[src/rtl/pad_bank_ctrl_pkg.sv]
// Shared types for the bidirectional pad bank.
// Pin direction states and IOBUF T encodings.
package pad_pkg;

    typedef enum logic [1:0] {
        S_IN,
        S_TA,
        S_OUT
    } pad_state_e;

    localparam logic PAD_T_INPUT  = 1'b1;
    localparam logic PAD_T_OUTPUT = 1'b0;

endpackage

[src/rtl/pad_bank_ctrl_if.sv]
// Core-side and pad-side signals of one pad bank.
// slave = the controller, master = core logic plus pads.
interface pad_bank_ctrl_if #(
    parameter int WIDTH = 8
);

    logic [WIDTH-1:0] core_o;
    logic [WIDTH-1:0] core_t;
    logic [WIDTH-1:0] core_i;
    logic [WIDTH-1:0] core_busy;
    logic [WIDTH-1:0] edge_rise;
    logic [WIDTH-1:0] edge_fall;
    logic [WIDTH-1:0] pad_o;
    logic [WIDTH-1:0] pad_t;
    logic [WIDTH-1:0] pad_i;

    modport master (
        output core_o, core_t, pad_i,
        input  core_i, core_busy, edge_rise, edge_fall,
        input  pad_o, pad_t
    );

    modport slave (
        input  core_o, core_t, pad_i,
        output core_i, core_busy, edge_rise, edge_fall,
        output pad_o, pad_t
    );

endinterface

[src/rtl/pad_bank_ctrl_cell.sv]
// One pad pin: direction FSM with turnaround, output register,
// input synchroniser and masked edge detection.
module pad_cell_ctrl
    import pad_pkg::*;
#(
    parameter int SYNC_STAGES   = 2,
    parameter int TURNAROUND    = 1,
    parameter bit REG_OUT       = 1'b1,
    parameter bit EDGE_MASK_OUT = 1'b1
) (
    input  logic clk,
    input  logic rst,
    input  logic core_o_i,
    input  logic core_t_i,
    input  logic pad_i_i,
    output logic core_i_o,
    output logic core_busy_o,
    output logic edge_rise_o,
    output logic edge_fall_o,
    output logic pad_o_o,
    output logic pad_t_o
);

    localparam int TW = (TURNAROUND > 0) ? $clog2(TURNAROUND + 1) : 1;
    localparam int MW = $clog2(SYNC_STAGES + 1);
    localparam logic [TW-1:0] TA_LOAD =
        TW'((TURNAROUND > 0) ? TURNAROUND - 1 : 0);
    localparam logic [MW-1:0] MASK_LOAD = MW'(SYNC_STAGES);

    pad_state_e             state_q;
    logic [TW-1:0]          cnt_q;
    logic                   pad_t_q;
    logic [SYNC_STAGES-1:0] sync_q;
    logic                   prev_q;
    logic                   masked;
    logic                   cur;

    // pad_t is registered from the next state so release is glitch-free
    always_ff @(posedge clk or posedge rst) begin
        if (rst) begin
            state_q <= S_IN;
            cnt_q   <= '0;
            pad_t_q <= PAD_T_INPUT;
        end else begin
            unique case (state_q)
                S_IN: begin
                    if (!core_t_i) begin
                        if (TURNAROUND == 0) begin
                            state_q <= S_OUT;
                            pad_t_q <= PAD_T_OUTPUT;
                        end else begin
                            state_q <= S_TA;
                            cnt_q   <= TA_LOAD;
                        end
                    end
                end
                S_TA: begin
                    if (core_t_i) begin
                        state_q <= S_IN;
                    end else if (cnt_q == '0) begin
                        state_q <= S_OUT;
                        pad_t_q <= PAD_T_OUTPUT;
                    end else begin
                        cnt_q <= cnt_q - TW'(1);
                    end
                end
                S_OUT: begin
                    if (core_t_i) begin
                        state_q <= S_IN;
                        pad_t_q <= PAD_T_INPUT;
                    end
                end
                default: begin
                    state_q <= S_IN;
                    pad_t_q <= PAD_T_INPUT;
                end
            endcase
        end
    end

    if (REG_OUT) begin : g_reg_out
        logic pad_o_q;
        always_ff @(posedge clk or posedge rst) begin
            if (rst) pad_o_q <= 1'b0;
            else     pad_o_q <= core_o_i;
        end
        assign pad_o_o = pad_o_q;
    end else begin : g_comb_out
        assign pad_o_o = core_o_i;
    end

    always_ff @(posedge clk or posedge rst) begin
        if (rst) begin
            sync_q <= '0;
            prev_q <= 1'b0;
        end else begin
            sync_q <= {sync_q[SYNC_STAGES-2:0], pad_i_i};
            prev_q <= sync_q[SYNC_STAGES-1];
        end
    end

    // Hide loopback of our own drive until it has left the synchroniser
    if (EDGE_MASK_OUT) begin : g_mask
        logic [MW-1:0] mask_q;
        always_ff @(posedge clk or posedge rst) begin
            if (rst)                  mask_q <= '0;
            else if (state_q != S_IN) mask_q <= MASK_LOAD;
            else if (mask_q != '0)    mask_q <= mask_q - MW'(1);
        end
        assign masked = (state_q != S_IN) || (mask_q != '0);
    end else begin : g_nomask
        assign masked = 1'b0;
    end

    assign cur         = sync_q[SYNC_STAGES-1];
    assign core_i_o    = cur;
    assign core_busy_o = (state_q == S_TA);
    assign pad_t_o     = pad_t_q;
    assign edge_rise_o = cur & ~prev_q & ~masked;
    assign edge_fall_o = ~cur & prev_q & ~masked;

endmodule

[src/rtl/pad_bank_ctrl.sv]
// Bank of independent bidirectional pad controllers.
// Checks parameters and replicates one cell per pin.
module pad_bank_ctrl
    import pad_pkg::*;
#(
    parameter int WIDTH         = 8,
    parameter int SYNC_STAGES   = 2,
    parameter int TURNAROUND    = 1,
    parameter bit REG_OUT       = 1'b1,
    parameter bit EDGE_MASK_OUT = 1'b1
) (
    input logic        clk,
    input logic        reset,
    pad_bank_ctrl_if.slave bus
);

    if (WIDTH < 1 || WIDTH > 64) begin : g_bad_width
        $error("pad_bank_ctrl: WIDTH out of range");
    end
    if (SYNC_STAGES < 2 || SYNC_STAGES > 4) begin : g_bad_sync
        $error("pad_bank_ctrl: SYNC_STAGES out of range");
    end
    if (TURNAROUND < 0 || TURNAROUND > 15) begin : g_bad_ta
        $error("pad_bank_ctrl: TURNAROUND out of range");
    end

    for (genvar g = 0; g < WIDTH; g++) begin : g_pin
        pad_cell_ctrl #(
            .SYNC_STAGES   (SYNC_STAGES),
            .TURNAROUND    (TURNAROUND),
            .REG_OUT       (REG_OUT),
            .EDGE_MASK_OUT (EDGE_MASK_OUT)
        ) u_cell (
            .clk         (clk),
            .rst         (reset),
            .core_o_i    (bus.core_o[g]),
            .core_t_i    (bus.core_t[g]),
            .pad_i_i     (bus.pad_i[g]),
            .core_i_o    (bus.core_i[g]),
            .core_busy_o (bus.core_busy[g]),
            .edge_rise_o (bus.edge_rise[g]),
            .edge_fall_o (bus.edge_fall[g]),
            .pad_o_o     (bus.pad_o[g]),
            .pad_t_o     (bus.pad_t[g])
        );
    end

endmodule
[src/flat_wrapper.sv]
// flat-port wrapper written by rule: the top's interface ports become plain ports
module pad_bank_ctrl_flat import pad_pkg::*;
#(
    parameter int WIDTH         = 8,
    parameter int SYNC_STAGES   = 2,
    parameter int TURNAROUND    = 1,
    parameter bit REG_OUT       = 1'b1,
    parameter bit EDGE_MASK_OUT = 1'b1
)
  (clk, reset, bus_core_o, bus_core_t, bus_pad_i, bus_core_i, bus_core_busy, bus_edge_rise, bus_edge_fall, bus_pad_o, bus_pad_t);
  pad_bank_ctrl_if #(.WIDTH(WIDTH)) bus_i ();
  input logic clk;
  input logic reset;
  input wire logic [$bits(bus_i.core_o)-1:0] bus_core_o;
  input wire logic [$bits(bus_i.core_t)-1:0] bus_core_t;
  input wire logic [$bits(bus_i.pad_i)-1:0] bus_pad_i;
  output wire logic [$bits(bus_i.core_i)-1:0] bus_core_i;
  output wire logic [$bits(bus_i.core_busy)-1:0] bus_core_busy;
  output wire logic [$bits(bus_i.edge_rise)-1:0] bus_edge_rise;
  output wire logic [$bits(bus_i.edge_fall)-1:0] bus_edge_fall;
  output wire logic [$bits(bus_i.pad_o)-1:0] bus_pad_o;
  output wire logic [$bits(bus_i.pad_t)-1:0] bus_pad_t;
  assign bus_i.core_o = bus_core_o;
  assign bus_i.core_t = bus_core_t;
  assign bus_i.pad_i = bus_pad_i;
  assign bus_core_i = bus_i.core_i;
  assign bus_core_busy = bus_i.core_busy;
  assign bus_edge_rise = bus_i.edge_rise;
  assign bus_edge_fall = bus_i.edge_fall;
  assign bus_pad_o = bus_i.pad_o;
  assign bus_pad_t = bus_i.pad_t;
  pad_bank_ctrl #(.WIDTH(WIDTH), .SYNC_STAGES(SYNC_STAGES), .TURNAROUND(TURNAROUND), .REG_OUT(REG_OUT), .EDGE_MASK_OUT(EDGE_MASK_OUT)) u_core (.clk(clk), .reset(reset), .bus(bus_i));
endmodule
[config.mk]
export PLATFORM = sky130hd
export DESIGN_NAME = pad_bank_ctrl_flat
export DESIGN_NICKNAME = d
export VERILOG_FILES = /design/src/rtl/pad_bank_ctrl_pkg.sv /design/src/rtl/pad_bank_ctrl_if.sv /design/src/rtl/pad_bank_ctrl_cell.sv /design/src/rtl/pad_bank_ctrl.sv /design/src/flat_wrapper.sv
export SDC_FILE = /design/constraint.sdc
export NUM_CORES = 1
export LEC_CHECK = 0
export ABC_CLOCK_PERIOD_IN_PS = 1430
export BUFFER_PORTS_ARGS = -buffer_cell sky130_fd_sc_hd__buf_2
export CORE_MARGIN = 2
export CORE_UTILIZATION = 50
export CTS_CLUSTER_DIAMETER = 150
export CTS_CLUSTER_SIZE = 10
export DETAILED_ROUTE_END_ITERATION = 10
export PLACE_DENSITY = 0.74
export SLEW_MARGIN = 15
export SYNTH_ARGS = -nofsm -noshare
export SYNTH_HDL_FRONTEND = slang
export SYNTH_HIERARCHICAL = 1
export SYNTH_SLANG_ARGS = --single-unit
[constraint.sdc]
create_clock -name clk -period 1.43 [get_ports clk]
set_clock_uncertainty 0.2 [all_clocks]
set_input_delay 0.286 -clock clk [delete_from_list [all_inputs] [get_ports clk]]
set_output_delay 0.286 -clock clk [all_outputs]
set_load 0.02 [all_outputs]
==> metrics.txt, run 1 <==
# TYPE chip_impl_metric gauge
chip_impl_metric{name="clkLatencyLatePin",unit="ns"} 0.34
chip_impl_metric{name="maxSlewViolCount",unit=""} 0
chip_impl_metric{name="fin_ws",unit="ns"} -0.494
chip_impl_metric{name="finish.utilization",unit="%"} 84.2
chip_impl_metric{name="leakagePower",unit="nW"} 2.37
chip_impl_info{name="crit_path_launch_type",value="flip-flop"} 1
chip_impl_metric{name="post-route-drc-count",unit=""} 0
chip_impl_metric{name="wire_per_inst",unit="um"} 15.8
chip_impl_metric{name="critical_path.n_buffers_inverters",unit=""} 2
chip_impl_metric{name="r2r.worst_path.cells",unit=""} 5
chip_impl_metric{name="holdPathStages",unit=""} 0
chip_impl_metric{name="placeableCoreArea",unit="sq um"} 5510
chip_impl_metric{name="cell_variety_after_synth",unit=""} 15
chip_impl_metric{name="final_period_utilization",unit="%"} 135
chip_impl_metric{name="detailedPlace.worstSlack",unit="ns"} -0.0920
chip_impl_metric{name="ys.warnings.count",unit=""} 6
chip_impl_info{name="critPathSlowestCell",value="sky130_fd_sc_hd__dfrtp_1"} 1
chip_impl_metric{name="antenna_found_initial",unit=""} 0
chip_impl_metric{name="place_inst",unit=""} 406
chip_impl_metric{name="first_global_vias",unit=""} 2413
chip_impl_metric{name="clock_tree.buffer_depth",unit=""} 2
chip_impl_metric{name="drt_pre_antenna_iters",unit=""} 4
chip_impl_metric{name="fin_setup_tns",unit="ns"} -7.95
chip_impl_info{name="cts_root_buffer",value="sky130_fd_sc_hd__clkbuf_8"} 1
chip_impl_metric{name="htree_num_levels",unit=""} 3
chip_impl_metric{name="post-route-cell-area",unit="sq um"} 4630
chip_impl_metric{name="post_route_cells_drive_above_1_share",unit="%"} 48.7
chip_impl_metric{name="top_level_ports",unit=""} 74
chip_impl_metric{name="timing.final.hold_violations",unit=""} 0
chip_impl_metric{name="drt.antenna.violating_nets",unit=""} 0
chip_impl_metric{name="setup_viol_count_final",unit=""} 35
chip_impl_metric{name="grt_start_max_net_pins",unit=""} 13
chip_impl_metric{name="number_of_flip_flops_and_latches_in_the_synthesized_netlist",unit=""} 72
chip_impl_info{name="cts_tree",value="done"} 1
chip_impl_metric{name="p_per_area",unit="nW/um^2"} 1790
chip_impl_metric{name="grt_first_pass_wirelength",unit="um"} 11200
chip_impl_metric{name="antenna-diode-count",unit=""} 0
chip_impl_metric{name="worst-endpoint-required",unit="ns"} 0.94
chip_impl_info{name="worstSetupStartpoint",value="u_core/g_pin[0].u_cell/g_mask.mask_q[0]"} 1
chip_impl_metric{name="drt_wl_total",unit="um"} 7640
chip_impl_info{name="r2r_start",value="u_core/g_pin[0].u_cell/g_mask.mask_q[0]"} 1
chip_impl_metric{name="die_x",unit="um"} 79.6
chip_impl_metric{name="yosysSeqAreaShare",unit="%"} 63.5
chip_impl_metric{name="core.rowCount",unit=""} 27
chip_impl_info{name="critical_path_class",value="reg -> out"} 1
chip_impl_metric{name="vias",unit=""} 2357
chip_impl_metric{name="worst_ir_drop_vdd",unit="V"} 0.00124
chip_impl_metric{name="avgViaCountPerCell",unit=""} 4.88
chip_impl_metric{name="worst-path-stages",unit=""} 4
chip_impl_metric{name="io_buffer_count",unit=""} 73
chip_impl_metric{name="clock.fmax",unit="GHz"} 0.520
chip_impl_metric{name="die-area",unit="sq um"} 6330
chip_impl_metric{name="detailedPlacementHpwl",unit="um"} 3910
chip_impl_info{name="grt_setup_unrepaired",value="true"} 1
chip_impl_metric{name="postPlaceCellArea",unit="sq um"} 3530
chip_impl_metric{name="rrSetupSlack",unit="ns"} -0.01
chip_impl_metric{name="grt_util_all_layers",unit="%"} 23.8
chip_impl_info{name="crit_chain",value="inv_1 > ha_2 > and4b_1 > buf_6"} 1
chip_impl_metric{name="mappedNetlistNets",unit=""} 266
chip_impl_metric{name="clock-sinks",unit=""} 72
chip_impl_metric{name="tritoncts.num_buffers",unit=""} 9
chip_impl_metric{name="synthesis.area_per_instance",unit="sq um"} 12.3
chip_impl_metric{name="fin_nets",unit=""} 441
chip_impl_metric{name="floorplan.die.height",unit="um"} 79.6
chip_impl_info{name="failing_checks",value="setup timing"} 1
chip_impl_metric{name="routability_congestion",unit=""} 0.705
chip_impl_metric{name="syn_to_final_growth",unit="%"} 62.4
chip_impl_metric{name="worst_ep_arrival_time",unit="ns"} 1.44
chip_impl_metric{name="worst_slew_pin_slew",unit="ns"} 0.363
chip_impl_metric{name="start_util",unit="%"} 51.8
chip_impl_metric{name="grt_overflow",unit=""} 0
chip_impl_info{name="outcome",value="finished, violations left"} 1
chip_impl_metric{name="initialDrtViolationCount",unit=""} 91
chip_impl_metric{name="cap_viol_max_count",unit=""} 0
chip_impl_metric{name="worst-path-max-fanout",unit=""} 3
chip_impl_info{name="holdCritPathClass",value="reg -> reg"} 1
chip_impl_metric{name="cts.clk_slew.worst_paths",unit="ns"} 0.08
chip_impl_metric{name="layout.cells.non_filler",unit=""} 483
chip_impl_metric{name="final.min_clock_period",unit="ns"} 1.92
chip_impl_metric{name="max_stage_delay",unit="ns"} 0.41
chip_impl_metric{name="timing.max_slew.rel_slack",unit="%"} 75.7
chip_impl_info{name="worstReg2RegEnd",value="u_core/g_pin[0].u_cell/g_mask.mask_q[0]"} 1
chip_impl_info{name="category_of_the_worst_setup_path_capture_point",value="primary output"} 1
chip_impl_metric{name="synthesis.instances",unit=""} 232
chip_impl_info{name="critical-path-top-delay-family",value="flip-flops"} 1
chip_impl_metric{name="synth.cell_area",unit="sq um"} 2850
chip_impl_info{name="cp-endpoint",value="bus_edge_fall[0]"} 1
final cells by class:
type                            instances  area [sq um]
Sequential cell                        72          1810
Timing Repair Buffer                  164          1360
Multi-Input combinational cell        120           987
Fill cell                             273           872
Inverter                               40           150
Clock buffer                            9           124
Clock inverter                          6           109
Tap cell                               72          90.1
flip-flops by register name, indices dropped and copies added (netlist names):
register / count
u_core/g_pin.u_cell/sync_q: 16
u_core/g_pin.u_cell/state_q: 16
u_core/g_pin.u_cell/pad_o_o: 8
u_core/g_pin.u_cell/g_mask.mask_q: 16
u_core/g_pin.u_cell/pad_t_o: 8
u_core/g_pin.u_cell/prev_q: 8
logic make-up after synthesis:
logic type,share of synthesized area [%]
buffers and inverters,5.26
AO/OA/AOI/OAI,6.14
flip-flops,63.5
AND/OR/NAND/NOR,16.7
XOR/XNOR,4.91
adder cells (fa/ha/maj),3.51
routing by layer:
| layer | wire (um) | vias to the layer above | global-route usage, % | part of all wire (%) |
|---|---|---|---|---|
| met5 | 0 | - | 0 | 0 |
| met4 | 153 | 0 | 9.48 | 2.0 |
| met3 | 352 | 17 | 5.20 | 4.6 |
| met2 | 4100 | 75 | 42.4 | 54 |
| met1 | 3030 | 1158 | 27.7 | 40 |
| li1 | - | 1107 | - | - |
synth_stat cells:
library cell	n	share of area [%]
sky130_fd_sc_hd__nor3_1	16	2.8
sky130_fd_sc_hd__xor2_1	8	2.5
sky130_fd_sc_hd__o21ai_1	9	1.6
sky130_fd_sc_hd__dfrtp_1	64	56
sky130_fd_sc_hd__ha_1	8	3.5
sky130_fd_sc_hd__a22oi_1	1	0.26
sky130_fd_sc_hd__nor2_1	16	2.1
sky130_fd_sc_hd__a22oi_2	7	3.1
sky130_fd_sc_hd__nor2b_1	17	3.7
sky130_fd_sc_hd__o21ai_0	7	1.2
sky130_fd_sc_hd__and4b_1	16	5.6
sky130_fd_sc_hd__inv_1	40	5.3
sky130_fd_sc_hd__dfstp_2	8	7.4
sky130_fd_sc_hd__and2b_4	7	2.5
sky130_fd_sc_hd__xnor2_1	8	2.5
where the power goes:
part	total [mW]	switching, mW	internal [mW]
Combinational	3.50	1.57	1.93
Sequential	2.90	0.323	2.58
Clock	1.90	0.753	1.15
how the worst min path moves through the flow:
stage,start,endpoint,slack (ns)
3_3_place_gp,u_core/g_pin[3].u_cell/sync_q[0],u_core/g_pin[3].u_cell/sync_q[1],0.13
2_1_floorplan,reset,u_core/g_pin[0].u_cell/g_mask.mask_q[0],-0.09
4_1_cts,u_core/g_pin[1].u_cell/sync_q[0],u_core/g_pin[1].u_cell/sync_q[1],0.15
6_report,u_core/g_pin[5].u_cell/sync_q[0],u_core/g_pin[5].u_cell/sync_q[1],0.15
5_1_grt,u_core/g_pin[5].u_cell/sync_q[0],u_core/g_pin[5].u_cell/sync_q[1],0.16
3_5_place_dp,u_core/g_pin[1].u_cell/sync_q[0],u_core/g_pin[1].u_cell/sync_q[1],0.13
placed cells by master (no fill, tap or decap), types with 2 or more instances in the layout:
| cell | netlist | routed |
|---|---|---|
| sky130_fd_sc_hd__nor2_2 | 0 | 5 |
| sky130_fd_sc_hd__xnor2_1 | 8 | 8 |
| sky130_fd_sc_hd__clkbuf_8 | 0 | 9 |
| sky130_fd_sc_hd__dlygate4sd3_1 | 0 | 25 |
| sky130_fd_sc_hd__nor2_1 | 16 | 10 |
| sky130_fd_sc_hd__and2b_4 | 7 | 7 |
| sky130_fd_sc_hd__a22oi_2 | 7 | 7 |
| sky130_fd_sc_hd__nor2b_1 | 17 | 16 |
| sky130_fd_sc_hd__dfstp_2 | 8 | 8 |
| sky130_fd_sc_hd__xor2_1 | 8 | 7 |
| sky130_fd_sc_hd__ha_2 | 0 | 5 |
| sky130_fd_sc_hd__buf_6 | 0 | 42 |
| sky130_fd_sc_hd__o21ai_0 | 7 | 6 |
| sky130_fd_sc_hd__buf_4 | 0 | 61 |
| sky130_fd_sc_hd__ha_4 | 0 | 3 |
| sky130_fd_sc_hd__inv_2 | 0 | 5 |
| sky130_fd_sc_hd__o21ai_1 | 9 | 10 |
| sky130_fd_sc_hd__clkinv_2 | 0 | 2 |
| sky130_fd_sc_hd__nor3_2 | 0 | 2 |
| sky130_fd_sc_hd__nor3_1 | 16 | 14 |
| sky130_fd_sc_hd__and4b_1 | 16 | 16 |
| sky130_fd_sc_hd__buf_2 | 0 | 36 |
| sky130_fd_sc_hd__inv_1 | 40 | 35 |
| sky130_fd_sc_hd__bufinv_16 | 0 | 3 |
| sky130_fd_sc_hd__dfrtp_1 | 64 | 63 |
per-stage QoR:
stage                     hold WS [ns]  total power, mW
final                            0.150             8.30
after global routing             0.159             8.74
after CTS                        0.151             7.80
after detailed placement         0.135             5.26
after global placement           0.133             5.14
after floorplan                -0.0868             4.36
what timing repair did:
| item | 4_1_cts | 5_1_grt |
|---|---|---|
| resized for setup | 77 | 33 |
| buffers inserted | 22 | 18 |
| pin swaps | 7 | 7 |
| hold buffers | 25 | 0 |
| endpoints found under the hold margin | 104 | 0 |
| setup endpoints to repair | 32 | 41 |
No activity file was read; power rests on OpenSTA's default activity.
==> run 2: changes to the inputs <==
- PLACE_DENSITY: 0.74 -> 0.73
- RECOVER_POWER: unset -> 50
- SYNTH_HIERARCHICAL: 1 -> unset
==> run 2 against run 1 <==
Effect of this change:
- the flow still finishes with violations (setup timing)
- area after synthesis grew 13%
- design area grew 1.7%
- clock-buffer cell count grew 5
- non-clock buffer count shrank 5
- setup slack gained 0.065 ns
- highest routed layer unchanged
==> metrics.txt, run 2 <==
# TYPE chip_impl_metric gauge
chip_impl_metric{name="antenna-diode-count",unit=""} 0
chip_impl_metric{name="antenna_found_initial",unit=""} 0
chip_impl_metric{name="timing.max_slew.rel_slack",unit="%"} 57.6
chip_impl_metric{name="syn_to_final_growth",unit="%"} 46.0
chip_impl_metric{name="grt_first_pass_wirelength",unit="um"} 10400
chip_impl_info{name="cts_tree",value="done"} 1
chip_impl_info{name="yosysMostFrequentCell",value="sky130_fd_sc_hd__dfrtp_1"} 1
chip_impl_info{name="outcome",value="finished, violations left"} 1
chip_impl_info{name="holdCritPathClass",value="reg -> reg"} 1
chip_impl_metric{name="total_switching_power",unit="mW"} 2.66
chip_impl_info{name="crit_chain",value="inv_2 > ha_4 > nand2_4 > nor3b_2 > buf_4"} 1
chip_impl_info{name="synth_common_cells",value="sky130_fd_sc_hd__dfrtp_1 (64), sky130_fd_sc_hd__buf_4 (48), sky130_fd_sc_hd__inv_1 (27)"} 1
chip_impl_metric{name="leakagePower",unit="nW"} 2.25
chip_impl_metric{name="initialDrtViolationCount",unit=""} 43
chip_impl_metric{name="avgViaCountPerCell",unit=""} 4.66
chip_impl_metric{name="maxSlewViolCount",unit=""} 0
chip_impl_metric{name="drt_pre_antenna_iters",unit=""} 4
chip_impl_info{name="crit_path_launch_type",value="flip-flop"} 1
chip_impl_metric{name="layout.cells.non_filler",unit=""} 477
chip_impl_info{name="layout_common_cells",value="sky130_fd_sc_hd__buf_4 (63), sky130_fd_sc_hd__dfrtp_1 (62), sky130_fd_sc_hd__buf_6 (37)"} 1
chip_impl_metric{name="synthDominantCellAreaShare",unit="%"} 49.6
chip_impl_info{name="postSynth.topFlopCell",value="sky130_fd_sc_hd__dfrtp_1"} 1
chip_impl_metric{name="vias",unit=""} 2221
chip_impl_info{name="synth_largest_area_cell",value="sky130_fd_sc_hd__dfrtp_1"} 1
chip_impl_metric{name="p_per_area",unit="nW/um^2"} 1770
chip_impl_metric{name="wire_per_inst",unit="um"} 13.4
chip_impl_metric{name="first_global_vias",unit=""} 2278
chip_impl_metric{name="grt_overflow",unit=""} 0
chip_impl_metric{name="yosysSeqAreaShare",unit="%"} 56.1
chip_impl_metric{name="worst_slew_pin_slew",unit="ns"} 0.635
chip_impl_metric{name="final_period_utilization",unit="%"} 130
chip_impl_metric{name="start_util",unit="%"} 51.1
chip_impl_info{name="cts_root_buffer",value="sky130_fd_sc_hd__clkbuf_8"} 1
chip_impl_metric{name="io_buffer_count",unit=""} 73
chip_impl_info{name="critical-path-top-delay-family",value="flip-flops"} 1
chip_impl_metric{name="placeableCoreArea",unit="sq um"} 6310
chip_impl_metric{name="clock-sinks",unit=""} 72
chip_impl_metric{name="worst_ir_drop_vdd",unit="V"} 0.00118
chip_impl_metric{name="synth.cell_area",unit="sq um"} 3230
chip_impl_metric{name="worst_ep_arrival_time",unit="ns"} 1.37
chip_impl_metric{name="critical_path.n_buffers_inverters",unit=""} 2
chip_impl_metric{name="share_seq_of_total_power",unit="%"} 35.0
chip_impl_info{name="critPathSlowestCell",value="sky130_fd_sc_hd__dfrtp_1"} 1
chip_impl_metric{name="top_level_ports",unit=""} 74
chip_impl_metric{name="fin_setup_tns",unit="ns"} -8.15
chip_impl_metric{name="clock.fmax",unit="GHz"} 0.538
chip_impl_metric{name="setup_viol_count_final",unit=""} 33
chip_impl_metric{name="die-area",unit="sq um"} 7110
chip_impl_metric{name="pwr-share-clk",unit="%"} 22.1
chip_impl_metric{name="post-route-drc-count",unit=""} 0
chip_impl_metric{name="cap_viol_max_count",unit=""} 0
chip_impl_metric{name="cts.clk_slew.worst_paths",unit="ns"} 0.07
chip_impl_info{name="grt_setup_unrepaired",value="true"} 1
chip_impl_info{name="failing_checks",value="setup timing"} 1
chip_impl_metric{name="drt.antenna.violating_nets",unit=""} 0
chip_impl_info{name="dr.max_layer_used",value="met4"} 1
chip_impl_metric{name="worst-path-max-fanout",unit=""} 2
chip_impl_metric{name="place_inst",unit=""} 411
chip_impl_metric{name="worst-endpoint-required",unit="ns"} 0.94
chip_impl_metric{name="synth-edff-count",unit=""} 0
chip_impl_metric{name="tritoncts.num_buffers",unit=""} 9
chip_impl_metric{name="die_x",unit="um"} 84.4
chip_impl_metric{name="fin_nets",unit=""} 429
chip_impl_metric{name="synthesis.area_per_instance",unit="sq um"} 11.8
chip_impl_metric{name="p_int",unit="mW"} 5.70
chip_impl_metric{name="clkLatencyLatePin",unit="ns"} 0.33
chip_impl_info{name="cell_types_occupying_the_most_area_after_synthesis",value="sky130_fd_sc_hd__dfrtp_1 (50%), sky130_fd_sc_hd__buf_4 (11%), sky130_fd_sc_hd__dfstp_2 (6.5%)"} 1
chip_impl_metric{name="floorplan.die.height",unit="um"} 84.4
chip_impl_metric{name="max_stage_delay",unit="ns"} 0.39
chip_impl_metric{name="number_of_flip_flops_and_latches_in_the_synthesized_netlist",unit=""} 72
chip_impl_metric{name="core.rowCount",unit=""} 29
chip_impl_metric{name="power_switching_share",unit="%"} 31.8
chip_impl_metric{name="routed_wl_met3",unit="um"} 265
chip_impl_metric{name="synthesis.instances",unit=""} 273
chip_impl_metric{name="clock_tree.buffer_depth",unit=""} 2
chip_impl_metric{name="final.min_clock_period",unit="ns"} 1.86
chip_impl_metric{name="htree_num_levels",unit=""} 3
chip_impl_metric{name="grt_start_max_net_pins",unit=""} 73
chip_impl_metric{name="asyncSetResetFlopFracSynth",unit="%"} 100
chip_impl_metric{name="mappedNetlistNets",unit=""} 307
chip_impl_metric{name="fin_ws",unit="ns"} -0.429
chip_impl_metric{name="routability_congestion",unit=""} 0.764
chip_impl_metric{name="timing.final.hold_violations",unit=""} 0
chip_impl_metric{name="cell_variety_after_synth",unit=""} 22
chip_impl_metric{name="met1Wirelength",unit="um"} 2580
chip_impl_info{name="final_common_cell",value="sky130_fd_sc_hd__buf_4"} 1
chip_impl_metric{name="share_comb_of_total_power",unit="%"} 42.9
chip_impl_info{name="category_of_the_worst_setup_path_capture_point",value="primary output"} 1
chip_impl_info{name="critical_path_class",value="reg -> out"} 1
chip_impl_metric{name="drt_wl_total",unit="um"} 6390
chip_impl_info{name="biggestRegsByFlops",value="u_core.g_pin.u_cell.g_mask.mask_q: 16 flops, u_core.g_pin.u_cell.state_q: 16 flops, u_core.g_pin.u_cell.sync_q: 16 flops"} 1
chip_impl_metric{name="wl_met2",unit="um"} 3430
chip_impl_metric{name="ys.warnings.count",unit=""} 0
chip_impl_metric{name="grt_util_all_layers",unit="%"} 18.9
chip_impl_metric{name="post_route_cells_drive_above_1_share",unit="%"} 56.3
chip_impl_metric{name="detailedPlacementHpwl",unit="um"} 3720
[run 2: cell count changes after synthesis, sizes merged, moves of 6 or more]
cell    delta
buf       +48
nor3b     +16
inv       -13
nor2b     -14
and4b     -16
o211ai     +6
nand2     +16
o21ai     -11
[run 2: what timing repair did]
| action | in CTS | in global routing |
|---|---|---|
| buffers inserted | 14 | 14 |
| pin swaps | 12 | 6 |
| setup endpoints to repair | 36 | 42 |
| resized for setup | 70 | 33 |
| hold buffers | 25 | 0 |
| hold endpoints to repair | 101 | 0 |
| cloned | 0 | 0 |
[run 2: path summary, 6_finish.rpt]
path | slack (ns) | end | start | depth (start not counted)
setup / recovery | -0.43 | bus_edge_fall[3] | u_core.g_pin[3].u_cell.g_mask.mask_q[1] | 5
hold / removal | 0.15 | u_core.g_pin[7].u_cell.sync_q[1] | u_core.g_pin[7].u_cell.sync_q[0] | 0
setup reg to reg | 0.04 | u_core.g_pin[0].u_cell.g_mask.mask_q[0] | u_core.g_pin[0].u_cell.g_mask.mask_q[0] | 6
hold reg to reg | 0.15 | u_core.g_pin[7].u_cell.sync_q[1] | u_core.g_pin[7].u_cell.sync_q[0] | 0
max in group asynchronous | 0.05 | u_core.g_pin[0].u_cell.state_q[1] | reset | 4
min in group asynchronous | 0.50 | u_core.g_pin[4].u_cell.g_mask.mask_q[1] | reset | 4
[run 2: final cells by class]
| type | count | area (sq um) |
|---|---|---|
| Clock buffer | 14 | 173 |
| Clock inverter | 2 | 60.1 |
| Fill cell | 420 | 1600 |
| Inverter | 27 | 105 |
| Multi-Input combinational cell | 126 | 1160 |
| Sequential cell | 72 | 1810 |
| Tap cell | 77 | 96.3 |
| Timing Repair Buffer | 159 | 1310 |
[run 2: power groups by stage]
stage | clock [mW] | sequential (mW) | combinational [mW]
floorplan | 0 | 2.94 | 2.06
global placement | 0 | 2.88 | 2.64
detailed placement | 0 | 2.90 | 2.77
CTS | 1.88 | 2.90 | 3.41
global route | 1.99 | 2.98 | 3.96
finish | 1.85 | 2.93 | 3.59
[run 2: routing by layer]
metal | track usage, % | vias to the layer above
li1 | - | 1082
met1 | 22.5 | 1075
met2 | 32.5 | 52
met3 | 4.62 | 12
met4 | 8.80 | 0
met5 | 0 | -
[run 2: worst reg2reg max path, stage by stage (launching register included)]
cell and delay, ns:
sky130_fd_sc_hd__dfrtp_1 0.36, sky130_fd_sc_hd__inv_2 0.05, sky130_fd_sc_hd__ha_4 0.16, sky130_fd_sc_hd__buf_4 0.12, sky130_fd_sc_hd__buf_4 0.13, sky130_fd_sc_hd__xor2_1 0.16, sky130_fd_sc_hd__nor3_1 0.12
[run 2: kinds of logic (layout without fill, tap and decap cells)]
| group | count (synthesis) | count (layout) | synth area share, % |
|---|---|---|---|
| AND/OR/NAND/NOR | 81 | 81 | 16.9 |
| buffers and inverters | 75 | 202 | 14.3 |
| flip-flops | 72 | 72 | 56.1 |
| AO/OA/AOI/OAI | 19 | 19 | 4.57 |
| XOR/XNOR | 16 | 16 | 4.34 |
| adder cells (fa/ha/maj) | 8 | 8 | 3.10 |
| multiplexers | 2 | 2 | 0.698 |
[run 2: per-stage QoR]
step | power (mW) | hold slack (ns) | area (sq um) | util (%) | worst slack, ns
2_1_floorplan | 5.00 | 0.117 | 3340 | - | 0.00133
4_1_cts | 8.19 | 0.151 | 4550 | 72.1 | -0.407
3_3_place_gp | 5.52 | 0.132 | 3730 | 59.0 | -0.0186
5_1_grt | 8.93 | 0.156 | 4710 | 74.7 | -0.489
3_5_place_dp | 5.67 | 0.135 | 3730 | 59.0 | -0.0513
6_report | 8.36 | 0.149 | 4710 | 74.7 | -0.429
